$ cat src/rtl/instruction_queue_if.sv
// Shared instruction word types and the instruction-register <-> instruction-queue link.
// The queue implements the IQ_SIG end; the instruction register drives the IR_SIG end.
package tomasula_types;
    typedef struct packed {
        logic [6:0]  opcode;
        logic [4:0]  rd;
        logic [4:0]  rs1;
        logic [4:0]  rs2;
        logic [31:0] imm;
    } ctl_word;
endpackage

package rv32i_types;
    typedef struct packed {
        logic [63:0] order;
        logic [31:0] pc;
        logic [31:0] inst;
    } rvfi_word;
endpackage

interface IQ_2_IR;
    tomasula_types::ctl_word control_word;
    rv32i_types::rvfi_word   rvfi;
    logic                    ld_iq;
    logic                    issue_q_full_n;
    logic                    ack_o;

    modport IQ_SIG (
        input  control_word,
        input  rvfi,
        input  ld_iq,
        output issue_q_full_n,
        output ack_o
    );

    modport IR_SIG (
        output control_word,
        output rvfi,
        output ld_iq,
        input  issue_q_full_n,
        input  ack_o
    );
endinterface

$ cat src/rtl/instruction_queue.sv
// In-order circular instruction queue between the instruction register and dispatch.
// Flush and reset clear pointers and occupancy only; entry storage keeps stale data.
module instruction_queue #(
    parameter int DEPTH = 8,
    parameter int PTR_W = $clog2(DEPTH)
) (
    input  logic                    clk,
    input  logic                    rst_n,
    IQ_2_IR.IQ_SIG                  ir,
    input  logic                    flush,
    output logic                    dq_valid,
    output tomasula_types::ctl_word dq_control_word,
    output rv32i_types::rvfi_word   dq_rvfi,
    input  logic                    dq_ready,
    output logic [PTR_W:0]          count
);

    typedef struct packed {
        tomasula_types::ctl_word cw;
        rv32i_types::rvfi_word   rvfi;
    } entry_t;

    localparam logic [PTR_W:0]   DEPTH_CNT = (PTR_W + 1)'(DEPTH);
    localparam logic [PTR_W:0]   CNT_ONE   = (PTR_W + 1)'(1);
    localparam logic [PTR_W-1:0] PTR_ONE   = PTR_W'(1);

    entry_t           mem [DEPTH];
    logic [PTR_W-1:0] head;
    logic [PTR_W-1:0] tail;
    logic [PTR_W:0]   count_next;
    logic             full_n_q;
    logic             push;
    logic             pop;

    // A push is judged against the registered full flag, so a full queue
    // refuses new words even when dispatch drains one in the same cycle.
    assign push = ir.ld_iq & full_n_q & ~flush & rst_n;
    assign pop  = dq_valid & dq_ready & ~flush & rst_n;

    assign ir.ack_o          = push;
    assign ir.issue_q_full_n = full_n_q;
    assign dq_valid          = (count != '0);
    assign dq_control_word   = mem[head].cw;
    assign dq_rvfi           = mem[head].rvfi;

    always_comb begin
        count_next = count;
        if (flush)
            count_next = '0;
        else if (push && !pop)
            count_next = count + CNT_ONE;
        else if (pop && !push)
            count_next = count - CNT_ONE;
    end

    always_ff @(posedge clk) begin
        if (!rst_n) begin
            head     <= '0;
            tail     <= '0;
            count    <= '0;
            full_n_q <= 1'b1;
        end else if (flush) begin
            head     <= '0;
            tail     <= '0;
            count    <= '0;
            full_n_q <= 1'b1;
        end else begin
            if (push)
                tail <= tail + PTR_ONE;
            if (pop)
                head <= head + PTR_ONE;
            count    <= count_next;
            full_n_q <= (count_next != DEPTH_CNT);
        end
    end

    always_ff @(posedge clk) begin
        if (push)
            mem[tail] <= '{cw: ir.control_word, rvfi: ir.rvfi};
    end

endmodule
$ cat src/flat_wrapper.sv
// flat-port wrapper written by rule: the top's interface ports become plain ports
module instruction_queue_flat 
#(
    parameter int DEPTH = 8,
    parameter int PTR_W = $clog2(DEPTH)
)
  (clk, rst_n, flush, dq_valid, dq_control_word, dq_rvfi, dq_ready, count, ir_control_word, ir_rvfi, ir_ld_iq, ir_issue_q_full_n, ir_ack_o);
  IQ_2_IR ir_i ();
  input  logic clk;
  input  logic rst_n;
  input  logic flush;
  output logic dq_valid;
  output tomasula_types::ctl_word dq_control_word;
  output rv32i_types::rvfi_word dq_rvfi;
  input  logic dq_ready;
  output logic [PTR_W:0] count;
  input wire logic [$bits(ir_i.control_word)-1:0] ir_control_word;
  input wire logic [$bits(ir_i.rvfi)-1:0] ir_rvfi;
  input wire logic [$bits(ir_i.ld_iq)-1:0] ir_ld_iq;
  output wire logic [$bits(ir_i.issue_q_full_n)-1:0] ir_issue_q_full_n;
  output wire logic [$bits(ir_i.ack_o)-1:0] ir_ack_o;
  assign ir_i.control_word = ir_control_word;
  assign ir_i.rvfi = ir_rvfi;
  assign ir_i.ld_iq = ir_ld_iq;
  assign ir_issue_q_full_n = ir_i.issue_q_full_n;
  assign ir_ack_o = ir_i.ack_o;
  instruction_queue #(.DEPTH(DEPTH), .PTR_W(PTR_W)) u_core (.clk(clk), .rst_n(rst_n), .ir(ir_i), .flush(flush), .dq_valid(dq_valid), .dq_control_word(dq_control_word), .dq_rvfi(dq_rvfi), .dq_ready(dq_ready), .count(count));
endmodule
$ cat config.mk
export PLATFORM = sky130hd
export DESIGN_NAME = instruction_queue_flat
export DESIGN_NICKNAME = d
export VERILOG_FILES = /design/src/rtl/instruction_queue_if.sv /design/src/rtl/instruction_queue.sv /design/src/flat_wrapper.sv
export SDC_FILE = /design/constraint.sdc
export NUM_CORES = 1
export LEC_CHECK = 0
export BUFFER_PORTS_ARGS = -buffer_cell sky130_fd_sc_hd__buf_2
export CAP_MARGIN = 15
export CORE_UTILIZATION = 35
export CTS_CLUSTER_DIAMETER = 120
export DETAILED_ROUTE_END_ITERATION = 12
export GPL_TIMING_DRIVEN = 0
export PLACE_DENSITY = 0.58
export SETUP_SLACK_MARGIN = 0.02
export SLEW_MARGIN = 25
export SYNTH_ARGS = -nofsm -noshare
export SYNTH_HDL_FRONTEND = slang
export SYNTH_SLANG_ARGS = --single-unit
$ cat constraint.sdc
create_clock -name clk -period 43.7 [get_ports clk]
set_input_delay 4.37 -clock clk [delete_from_list [all_inputs] [get_ports clk]]
set_output_delay 4.37 -clock clk [all_outputs]
set_load 0.1 [all_outputs]
==> impl_metrics.tcl, run 1 <==
set metrics [dict create \
    status "finished, final reports clean" \
    vias_per_cell 5.02 \
    comb_power_share_pct 3.5 \
    drive_above_1_share_pct 43.8 \
    fmax_ghz 0.0989 \
    synth-seq-area-share_pct 78.8 \
    final_core_util_pct 42.9 \
    cts_buffer_depth 3 \
    io-pin-count 376 \
    pre_cts_ws_ns 33.57 \
    post_cts_resized 0 \
    max_slew.worst_pin.slew_ns 1.07 \
    die_h_um 402 \
    stdcell_area_um2 67900 \
    cap_violations 0 \
    syn_nets 2377 \
    routabilityCongestion 0.710 \
    crit_top_cell "buf_2" \
    crit_type "in2out" \
    grt_pass1_wl_um 195000 \
    p_total_mw 2.96 \
    hold_viol_final 0 \
    r2r_slack_ns 40.37 \
    hp-class "reg2reg" \
    slowest_delay_ns 0.58 \
    ys_seq_elements 1470 \
    layout_common_cells "edfxtp_1, buf_2, mux4_2" \
    grt_pass1_vias 27500 \
    design.core.area_um2 158000 \
    routedWlPerCell_um 26.4 \
    crit_path_top_delay_cell "buf_2" \
    ys_warn_count 0 \
    crit_family "buffers and inverters" \
    period_minus_slack_ns 10.12 \
    place_hpwl_um 94600 \
    yosysUniqueCellTypes 37 \
    ant_nets 0 \
    grt.overflow.total 0 \
    power_leakage_nw 22.1 \
    start_util_pct 35.3 \
    first_pass_iters 7 \
    cts_hold_buffers 0 \
    synth-edff-count 1456 \
    num_rows 146 \
    final.setup.worst_slack_ns 33.58 \
    power.switching_mw 0.611 \
    routed_wl_um 136000 \
    crit_arrival_ns 5.75 \
    ys_async_sr_fraction_pct 0 \
    grt_max_degree 19 \
    synth_cells 2186 \
    peakVddDrop_uv 36.5 \
    drc 0 \
    fin_cells 5153 \
    worst_clock_skew_ns 0.0180 \
    area_delta_synth_final_pct 21.6 \
    worstPathRequired_ns 39.33 \
    die_x_um 402 \
    fin_nets 3143 \
    ys.flop_type "edfxtp_1" \
    root_buffer "clkbuf_16" \
    final_common_cell "edfxtp_1" \
    vias 25900 \
    power.density_nw_per_um2 43.5 \
    fp.dieArea_um2 161000 \
    path_clk_slew_ns 0.06 \
    critPathLaunchType "input port" \
    rsz0062_at_grt "false" \
    path_cells "buf_2, nand4b_2, inv_1, buf_2" \
    p_seq_share_pct 52.7 \
    h-tree-depth 4 \
    clock_latency_ns 0.76 \
    dp_cells 4865 \
    cts_sinks 1470 \
    placed_cell_area_um2 62900 \
    grt_use_total_pct 16.9 \
    critPathMaxFanout 8 \
    swShare_pct 20.7 \
    slew_headroom_pct 28.9 \
    antenna_found_initial 27 \
    fin_crit_sh_pct 23.1 \
    slew_viol_final 0 \
    drtIter0Drc 2119 \
    syn-mean-instance-area_um2 25.6 \
    crit_buf_inv 3 \
    synthesis.area_um2 55900 \
    numCtsBuffers 157 \
    io_buffer_count 375 \
    setup_viol 0 \
    cts_tree "done" \
    power.clock.fraction_pct 43.8 \
    fillers 13400 \
    cts_setup_buffers 0 \
    cp-end-kind "output port" \
    p_int_mw 2.35 \
]
-- Yosys cell counts, drive strengths merged, types with 4 or more instances --
| master | instances | area share, % |
|---|---|---|
| dfxtp | 14 | 0.50 |
| xor2 | 4 | 0.063 |
| inv | 4 | 0.027 |
| ha | 4 | 0.090 |
| buf | 70 | 1.2 |
| edfxtp | 1456 | 78 |
| nor3 | 5 | 0.045 |
| nand3 | 5 | 0.045 |
| mux2 | 182 | 3.7 |
| nand2 | 11 | 0.074 |
| nor2 | 12 | 0.081 |
| clkbuf | 33 | 0.22 |
| mux4 | 364 | 15 |
-- metrics by stage --
stage          hold slack [ns]  TNS (ns)
2_1_floorplan            0.463         0
3_3_place_gp             0.518   -458.38
3_5_place_dp             0.518         0
4_1_cts                  0.536         0
5_1_grt                  0.569         0
6_report                 0.551         0
-- power groups by stage --
stage | clock network (mW) | logic (mW) | registers [mW]
finish | 1.30 | 0.104 | 1.56
global route | 1.38 | 0.110 | 1.56
CTS | 1.33 | 0.105 | 1.56
detailed placement | 0 | 0.105 | 1.59
global placement | 0 | 0.0995 | 1.59
floorplan | 0 | 0.0654 | 1.59
-- tightest hold or removal path: stages (launching register included) --
cell	delay, ns
dfxtp_1	0.33
xor2_1	0.07
nor2_1	0.11
-- cells by family after synthesis --
group           count (synthesis)  synth area share [%]
mux                           548                  19.1
simple gates                   43                 0.390
flops                        1470                  78.8
compound gates                  8                 0.105
xor+xnor                        6                0.0941
fa+ha+maj                       4                0.0896
buf+inv                       107                  1.48
-- sequential cells by signal, summed over array words and instances (netlist names), named ones only --
name	count
u_core.mem	1456
u_core.count	4
u_core.head	3
u_core.tail	3
u_core.ir.issue_q_full_n	1
-- per-layer routing --
metal / wire length (um) / track usage, % / vias up
li1: - / - / 11100
met1: 56700 / 22.0 / 13800
met2: 67700 / 28.0 / 729
met3: 8940 / 4.44 / 223
met4: 2500 / 4.22 / 36
met5: 233 / 0 / -
-- final timing paths --
check	cells past startpoint	from	end
min	2	u_core.head[2]	u_core.head[2]
max reg2reg	10	u_core.ir.issue_q_full_n	u_core.mem[0][106]
min reg2reg	2	u_core.head[2]	u_core.head[2]
max	4	flush	ir_ack_o
-- cell type report --
cell class                 instances  area, um2  share of cell area, %
antenna                            7       17.5                 0.0258
buffer                           103        815                   1.20
clock buffer                     191       4180                   6.16
clock inverter                    90        850                   1.25
inverter                           4       15.0                 0.0221
multi-input combinational        609      11100                   16.3
sequential                      1470      44000                   64.8
tap                             2072       2590                   3.82
timing repair buffer             607       4360                   6.43
(Power assumes the default switching activity.)
==> inputs of run 2 (changes only) <==
==> constraint.sdc (replaced) <==
create_clock -name clk -period 10.45 [get_ports clk]
set_input_delay 1.045 -clock clk [delete_from_list [all_inputs] [get_ports clk]]
set_output_delay 1.045 -clock clk [all_outputs]
set_load 0.1 [all_outputs]
==> impl_metrics.tcl, run 2 (synthesis results as in run 1) <==
set metrics [dict create \
    clock_latency_ns 0.80 \
    cp-end-kind "output port" \
    cts_hold_buffers 0 \
    regArea_um2 44000 \
    fmax_ghz 0.213 \
    vias_per_cell 5.06 \
    routedWlPerCell_um 26.6 \
    slew_viol_final 0 \
    tns_ns 0 \
    place_hpwl_um 93800 \
    drive_above_1_share_pct 43.0 \
    rsz0062_at_grt "false" \
    worstPathRequired_ns 9.41 \
    numCtsBuffers 155 \
    die_h_um 402 \
    cts_sinks 1470 \
    worst_clock_skew_ns 0.0294 \
    critPathLaunchType "register" \
    slew_headroom_pct 33.5 \
    fp.dieArea_um2 161000 \
    io-pin-count 376 \
    peakVddDrop_uv 152 \
    die_x_um 402 \
    path_clk_slew_ns 0.06 \
    design.core.area_um2 158000 \
    root_buffer "clkbuf_16" \
    antenna_found_initial 31 \
    routed_wl_um 136000 \
    cap_violations 0 \
    power.density_nw_per_um2 181 \
    grt.overflow.total 0 \
    multi_input_area_um2 11100 \
    num_rows 146 \
    drc 0 \
    grt_use_total_pct 16.9 \
    power_leakage_nw 21.9 \
    setup_viol 0 \
    largest_reg_flops 1456 \
    cts_setup_buffers 0 \
    hp-class "in2reg" \
    cts_buffer_depth 3 \
    h-tree-depth 4 \
    drtIter0Drc 1864 \
    post_cts_resized 0 \
    final_core_util_pct 42.9 \
    routabilityCongestion 0.739 \
    start_util_pct 35.3 \
    fin_cells 5122 \
    grtUsageMet3_pct 4.40 \
    grt_pass1_vias 27400 \
    crit_arrival_ns 3.66 \
    grt_max_degree 18 \
    first_pass_iters 5 \
    max_slew.worst_pin.slew_ns 0.997 \
    fin_nets 3110 \
    busiest_layer "met2" \
    area_delta_synth_final_pct 21.5 \
    grt_use_met1_pct 22.1 \
    reg.largest.list "u_core.mem: 1456 flops, u_core.count: 4 flops" \
    hold_viol_final 0 \
    status "finished, final reports clean" \
    fin_crit_sh_pct 45.0 \
    dp_cells 4834 \
    layout_common_cells "edfxtp_1, buf_2, mux4_2" \
    grtUsageMet2_pct 27.9 \
    period_minus_slack_ns 4.70 \
    crit_type "reg2out" \
    io_buffer_count 375 \
    final_common_cell "edfxtp_1" \
    regMostFlops "u_core.mem" \
    ant_nets 0 \
    cts_tree "done" \
    grt_pass1_wl_um 195000 \
    fillers 13400 \
    vias 25900 \
    critPathMaxFanout 10 \
]
## run 2: cell types whose count changed in the layout (fill, tap and decap cells not counted), moves of 5 or more
cell and delta:
buf_6 +19, buf_2 -43, clkbuf_16 -6, buf_4 -15, clkbuf_1 +8, buf_8 +7, clkinv_8 +5
## run 2: layout make-up
class                           instances  share of cell area [%]
Antenna cell                            4                  0.0147
Buffer                                103                    1.20
Clock buffer                          192                    5.96
Clock inverter                         92                    1.37
Inverter                                4                  0.0221
Multi-Input combinational cell        609                    16.4
Sequential cell                      1470                    64.8
Tap cell                             2072                    3.82
Timing Repair Buffer                  576                    6.44
## run 2: final timing paths
| kind | start | endpoint | slack [ns] | cells after the start |
|---|---|---|---|---|
| worst min-delay path | ir_control_word[42] | u_core.mem[2][170] | 0.52 | 1 |
| worst min register to register | u_core.head[0] | register | 0.56 | 2 |
| worst max register to register | u_core.ir.issue_q_full_n | u_core.mem[4][140] | 7.31 | 10 |
| worst max-delay path | register | dq_rvfi[25] | 5.75 | 6 |
## run 2: per-layer routing
layer,share of wire [%],up-vias
met5,0.11,-
met4,2.1,28
met2,50,763
li1,-,11100
met3,6.2,227
met1,42,13900
## run 2: report_power, final
group | switching, mW | internal, mW
registers | 0.00657 | 6.51
clock network | 2.28 | 3.04
logic | 0.327 | 0.111
## run 2: worst max-delay path: stages (launching register included)
cell and delay [ns]:
dfxtp_1 0.31, clkbuf_1 0.19, buf_2 0.56, buf_1 0.76, mux4_2 0.41, mux2_2 0.31
buf_2 0.30
## run 2: stage by stage
stage / setup WS, ns / total power, mW / hold WS [ns] / cell area, um2
final: 5.75 / 12.3 / 0.517 / 67900
after global routing: 5.50 / 12.6 / 0.450 / 67900
after CTS: 5.61 / 12.4 / 0.416 / 67900
after detailed placement: 6.39 / 7.08 / 0.534 / 62900
after global placement: -20.76 / 7.07 / 0.535 / 60300
after floorplan: -4.17 / 6.92 / 0.463 / 55900
